File: src/rtl/tea_arbiter.sv
// Round-robin arbiter that shares one iterative TEA core between two AXI-Stream requester channels.
// Optional: define TEA_ARB_STATS_EN to add per-channel completed-block counters blk_cnt0/blk_cnt1.
module tea_arbiter #(
  parameter int NCH   = 2,
  parameter int KEY_W = 128,
  parameter int BLK_W = 64
) (
  input  logic             clk,
  input  logic             rst_n,
  input  logic [KEY_W-1:0] key0,
  input  logic [KEY_W-1:0] key1,
  input  logic [BLK_W-1:0] s0_axis_tdata,
  input  logic             s0_axis_tvalid,
  output logic             s0_axis_tready,
  input  logic [BLK_W-1:0] s1_axis_tdata,
  input  logic             s1_axis_tvalid,
  output logic             s1_axis_tready,
  output logic [BLK_W-1:0] m0_axis_tdata,
  output logic             m0_axis_tvalid,
  input  logic             m0_axis_tready,
  output logic [BLK_W-1:0] m1_axis_tdata,
  output logic             m1_axis_tvalid,
  input  logic             m1_axis_tready,
  output logic [KEY_W-1:0] core_key,
  output logic [BLK_W-1:0] core_s_tdata,
  output logic             core_s_tvalid,
  input  logic             core_s_tready,
  input  logic [BLK_W-1:0] core_m_tdata,
  input  logic             core_m_tvalid,
  output logic             core_m_tready
`ifdef TEA_ARB_STATS_EN
  ,
  output logic [31:0]      blk_cnt0,
  output logic [31:0]      blk_cnt1
`endif
);

  generate
    if (NCH != 2) begin : g_nch_chk
      $error("tea_arbiter: only NCH=2 is supported");
    end
  endgenerate

  typedef enum logic [1:0] {IDLE, ISSUE, WAIT, DELIVER} state_t;

  state_t                    state, state_nxt;
  logic                      last_grant, gnt_q, gnt, acc, dlv_hs;
  logic [BLK_W-1:0]          blk_q, res_q;
  logic [KEY_W-1:0]          key_q;
  logic [NCH-1:0]            s_vld, s_gnt, s_rdy, m_vld, m_rdy;
  logic [NCH-1:0][BLK_W-1:0] s_dat, m_dat;
  logic [NCH-1:0][KEY_W-1:0] key_in;

  assign s_vld  = {s1_axis_tvalid, s0_axis_tvalid};
  assign s_dat  = {s1_axis_tdata, s0_axis_tdata};
  assign key_in = {key1, key0};
  assign m_rdy  = {m1_axis_tready, m0_axis_tready};

  // Tie goes to the channel that was not served last.
  assign gnt    = (&s_vld) ? ~last_grant : s_vld[1];
  assign acc    = (state == IDLE) && (|s_vld);
  assign dlv_hs = (state == DELIVER) && m_rdy[gnt_q];

  always_comb begin
    state_nxt     = state;
    s_gnt         = '0;
    m_vld         = '0;
    core_s_tvalid = 1'b0;
    core_m_tready = 1'b0;
    case (state)
      IDLE: if (|s_vld) begin
        s_gnt[gnt] = 1'b1;
        state_nxt  = ISSUE;
      end
      ISSUE: begin
        core_s_tvalid = 1'b1;
        if (core_s_tready) state_nxt = WAIT;
      end
      WAIT: begin
        core_m_tready = 1'b1;
        if (core_m_tvalid) state_nxt = DELIVER;
      end
      DELIVER: begin
        m_vld[gnt_q] = 1'b1;
        if (m_rdy[gnt_q]) state_nxt = IDLE;
      end
      default: state_nxt = IDLE;
    endcase
  end

  // Ready is held low while reset is asserted even though IDLE decodes it.
  assign s_rdy = s_gnt & {NCH{rst_n}};

  always_ff @(posedge clk or negedge rst_n) begin
    if (!rst_n) begin
      state      <= IDLE;
      last_grant <= 1'b1;
      gnt_q      <= 1'b0;
      blk_q      <= '0;
      key_q      <= '0;
      res_q      <= '0;
    end else begin
      state <= state_nxt;
      if (acc) begin
        blk_q <= s_dat[gnt];
        key_q <= key_in[gnt];
        gnt_q <= gnt;
      end
      if (state == WAIT && core_m_tvalid) res_q <= core_m_tdata;
      if (dlv_hs) last_grant <= gnt_q;
    end
  end

  // key_q only moves at acceptance, so the core sees a fixed key for every round.
  assign core_key     = key_q;
  assign core_s_tdata = (state == ISSUE) ? blk_q : '0;

  generate
    for (genvar c = 0; c < NCH; c++) begin : g_ch
      assign m_dat[c] = m_vld[c] ? res_q : '0;
    end
  endgenerate

  assign s0_axis_tready = s_rdy[0];
  assign s1_axis_tready = s_rdy[1];
  assign m0_axis_tvalid = m_vld[0];
  assign m1_axis_tvalid = m_vld[1];
  assign m0_axis_tdata  = m_dat[0];
  assign m1_axis_tdata  = m_dat[1];

`ifdef TEA_ARB_STATS_EN
  logic [31:0] blk_cnt0_q, blk_cnt1_q;

  always_ff @(posedge clk or negedge rst_n) begin
    if (!rst_n) begin
      blk_cnt0_q <= '0;
      blk_cnt1_q <= '0;
    end else if (dlv_hs) begin
      if (gnt_q) blk_cnt1_q <= blk_cnt1_q + 32'd1;
      else       blk_cnt0_q <= blk_cnt0_q + 32'd1;
    end
  end

  assign blk_cnt0 = blk_cnt0_q;
  assign blk_cnt1 = blk_cnt1_q;
`endif

endmodule

File: config.mk
export PLATFORM = sky130hd
export DESIGN_NAME = tea_arbiter
export DESIGN_NICKNAME = d
export VERILOG_FILES = /design/src/rtl/tea_arbiter.sv
export SDC_FILE = /design/constraint.sdc
export NUM_CORES = 1
export LEC_CHECK = 0
export ABC_AREA = 0
export BUFFER_PORTS_ARGS = -buffer_cell sky130_fd_sc_hd__buf_4
export CORE_AREA = 10 10 295 297
export CTS_BUF_LIST = sky130_fd_sc_hd__clkbuf_4
export DETAILED_ROUTE_END_ITERATION = 6
export DIE_AREA = 0 0 305 307
export GPL_TIMING_DRIVEN = 0
export SYNTH_ARGS = -nofsm -noshare
export SYNTH_HDL_FRONTEND = slang
export SYNTH_SLANG_ARGS = --single-unit
export TNS_END_PERCENT = 100
File: constraint.sdc
create_clock -name clk -period 2.16 [get_ports clk]
set_input_delay 0.432 -clock clk [delete_from_list [all_inputs] [get_ports clk]]
set_output_delay 0.432 -clock clk [all_outputs]
set_load 0.02 [all_outputs]
==> metrics.md <==
| Metric | Value |
|---|---|
| Crit. End Element | `primary output` |
| TritonCTS clock tree | `built` |
| Worst slew margin | `0.411` |
| Syn nets | `approximately 1.5k` |
| Die area | `about 94000 um^2` |
| # Max-Cap Violations | `0` |
| Clock power frac | `0.156` |
| Least-Margin Pin Slew | `0.883 ns` |
| Buf/Inv on CP | `3` |
| Reg2reg start | `state[0]$_DFFE_PN0P_` |
| Num CTS Buffers | `81` |
| Placed cell areas | `approximately 20000 um^2` |
| First-pass GRT wire length | `roughly 120000 um` |
| Root Buffer | `clkbuf_4` |
| Post-DP HPWL | `about 60000 um` |
| Fill count | `about 7.9k` |
| Final hold vios | `0` |
| GR Util met3 | `0.0577` |
| CP max FO | `10` |
| CORE AREA | `between 80000 and 90000 um^2` |
| Worst vdd ir | `~730 uV` |
| Met1 Use GR | `0.187` |
| First DRT Iteration DRCs | `around 990` |
| Crit path kind | `reg2out` |
| Reg2reg end | `core_key[116]$_DFFE_PN0P_` |
| Pleak | `13.6 nW` |
| Sequential fraction of the synthesis area | `0.528` |
| Met2 Track Usage GR | `0.287` |
| Hold wc startpoint | `key1[86]` |
| NetSw | `between 10 and 15 mW` |
| Initial DRT Pass Iterations | `7` |
| Reg clk slew, reported paths | `about 0.07 ns` |
| Sink Count | `260` |
| F_max | `roughly 0.37 GHz` |
| Worst-Skew Late Latency | `0.83 ns` |
| Seq pwr share | `0.270` |
| Initial Utilization | `0.152` |
| Area Overhead vs Synth | `124%` |
| Final WL | `between 80000 and 90000 um` |
| WHS Endpoint | `core_key[86]$_DFFE_PN0P_` |
| Clock skew | `between 0.05 and 0.06 ns` |
| Int Pwr | `approximately 20 mW` |
| Routed WL per cell | `roughly 24 um` |
| Final non-filler cell total | `between 3k and 4k` |
| Number of global-route vias before repair | `between 15k and 20k` |
| Port Buffers | `between 700 and 800` |
| Dpl cells | `about 2.9k` |
| Slew Viols, Final | `0` |
| Switching part of the total | `0.416` |
| Period utilization | `1.25` |
| CP max stage cell | `dfrtp_2` |
| Slack of the critical path | `-0.549 ns` |
| Largest net degree at the start of global routing | `about 110` |
| YS warnings | `0` |
| Crit path time final | `approximately 2.7 ns` |
| Synth Cell Area | `between 10000 and 15000 um^2` |
| # IOs | `just under 800` |
| Status | `finished with violations` |
| R2R setup slack | `approximately 0.060 ns` |
| Antenna violations before repair | `23` |
| Cells on worst reg2reg path | `9` |
| Gr ovfl total | `0` |
| Number of core rows | `105` |
| Routability cong. | `roughly 0.84` |
| Family with the most delay on the worst path | `buffers and inverters` |
| Synth cell types | `24` |
| Critical Path Max Stage Delay | `between 0.4 and 0.5 ns` |
| H-tree depth | `3` |
| Register bit total from synthesis | `between 200 and 300` |
| Total power | `34.1 mW` |
| Final instance area | `about 28000 um^2` |
| Element type at the critical path start | `flip-flop` |
| Share of layout cells above drive strength 1 | `0.518` |
| Failing checks | `negative setup slack` |
| Vias post-DR | `approximately 16k` |
| DRT antenna net count | `0` |
| Final setup violation count | `197` |
| Worst slack at placement | `-0.853 ns` |
| Setup_tns | `-86.25 ns` |
| NumNets Final | `around 2.9k` |
| DIE HEIGHT | `around 310 um` |
| Critical Path RT | `approximately 1.7 ns` |
| Mean Syn Cell Area | `between 10 and 15 um^2` |
| Final core utilization | `0.339` |
| CP arrival | `2.28 ns` |
| Crit-path cells | `ha_4, nor2b_4, clkbuf_16, clkbuf_16, and2_4, buf_6` |
| Comb power frac | `0.574` |
| Global routing's busiest layer | `met2` |
| Worst path most repeated cell | `clkbuf_16` |
| WP depth | `6` |
| Die width | `305 um` |
| WHS | `0.102 ns` |
| Drt drc | `0` |
| RSZ-0062 raised after global routing | `yes` |
| Gr usage total | `0.168` |
| Worst Hold Class | `in2reg` |
| CTS Buffer Depth | `3` |
| Syn Inst Count | `between 1k and 1.5k` |
| Pwr/cell area | `1240 nW/um^2` |
| Vias per cell | `4.38` |
| Hold Path Stages | `3` |
-- placed cells by master, fill, tap and decap left out, types with 34 or more instances in the layout --
cell type      netlist  layout
mux2_2              64      64
clkbuf_2             0      34
clkbuf_4             0     119
and2_4               0     117
buf_6                0     181
dfrtp_1            259     256
dlygate4sd3_1        0     448
and3_4               0      57
a221o_1            171     171
buf_4                4     621
and3_1             236     179
-- final cells by class --
class	instances	area (um^2)	area share
inverter	3	13.8	0.000499
buffer	112	987	0.0358
antenna	16	40.0	0.00145
clock buffer	115	863	0.0313
multi-input combinational	689	5980	0.217
timing repair buffer	1270	11600	0.422
sequential	260	6510	0.236
clock inverter	30	199	0.00722
tap	1070	1340	0.0486
-- synth_stat cells, drive strengths merged --
| library cell | number | area share |
|---|---|---|
| a2111oi | 1 | 0.0022 |
| a21boi | 1 | 0.00091 |
| a21o | 1 | 0.00061 |
| a21oi | 3 | 0.0012 |
| a221o | 171 | 0.14 |
| and2 | 131 | 0.066 |
| and3 | 236 | 0.12 |
| buf | 28 | 0.012 |
| clkbuf | 88 | 0.027 |
| dfrtp | 259 | 0.53 |
| dfstp | 1 | 0.0021 |
| ha | 5 | 0.0051 |
| inv | 3 | 0.00091 |
| mux2 | 65 | 0.059 |
| mux2i | 23 | 0.019 |
| nand2 | 24 | 0.0073 |
| nor2 | 2 | 0.00061 |
| nor2b | 3 | 0.0015 |
| nor3b | 1 | 0.00061 |
| o21ai | 22 | 0.0092 |
-- registers in the layout, indices dropped and copies added (netlist names) --
signal,count
blk_q,64
res_q,64
state,2
core_key,128
gnt_q,1
last_grant,1
-- how the worst max path moves through the flow --
stage / startpoint / end / slack [ns]
final: state[1]$_DFFE_PN0P_ / m0_axis_tdata[47] / -0.55
after global routing: state[1]$_DFFE_PN0P_ / m0_axis_tdata[47] / -0.70
after CTS: state[1]$_DFFE_PN0P_ / m0_axis_tdata[42] / -0.67
after detailed placement: state[0]$_DFFE_PN0P_ / s0_axis_tready / -0.85
after global placement: rst_n / s1_axis_tready / -2.05
after floorplan: state[0]$_DFFE_PN0P_ / s0_axis_tready / 0.09
-- power groups by stage --
stage	Clock [mW]	Sequential, mW	Combinational, mW
floorplan	0	9.74	6.71
global placement	0	8.90	15.0
detailed placement	0	8.90	15.1
CTS	5.57	8.99	18.1
global route	5.80	9.38	20.6
finish	5.34	9.20	19.6
-- metal layers --
metal  routed length [um]  up-vias  share of wire
met5                   53        -        0.00062
met4                 3860        8          0.045
met3                 7340      241          0.086
met2                41800      934           0.49
met1                32400     7647           0.38
li1                     -     6794              -
-- tightest hold or removal path, delay by kind of cell --
family | cells | cell delay, ns
AO/OA/AOI/OAI | 1 | 0.13
buffers and inverters | 1 | 0.07
AND/OR/NAND/NOR | 1 | 0.21
-- timing repair --
item / in CTS / in global routing
gates resized for setup: 336 / 247
pin swaps: 12 / 28
hold endpoints to repair: 356 / 0
hold buffers: 449 / 0
gates cloned: 10 / 4
endpoints found under the setup margin: 369 / 388
setup buffers: 14 / 13
-- cells by family after synthesis --
group,after synthesis,share of synthesized area
muxes,88,0.0781
AOI/OAI and AO/OA,199,0.153
adders and majority gates,5,0.00508
and+or+nand+nor,397,0.196
buffers and inverters,119,0.0395
DFF,260,0.528
Note: power is estimated with default switching activity, not from simulation.
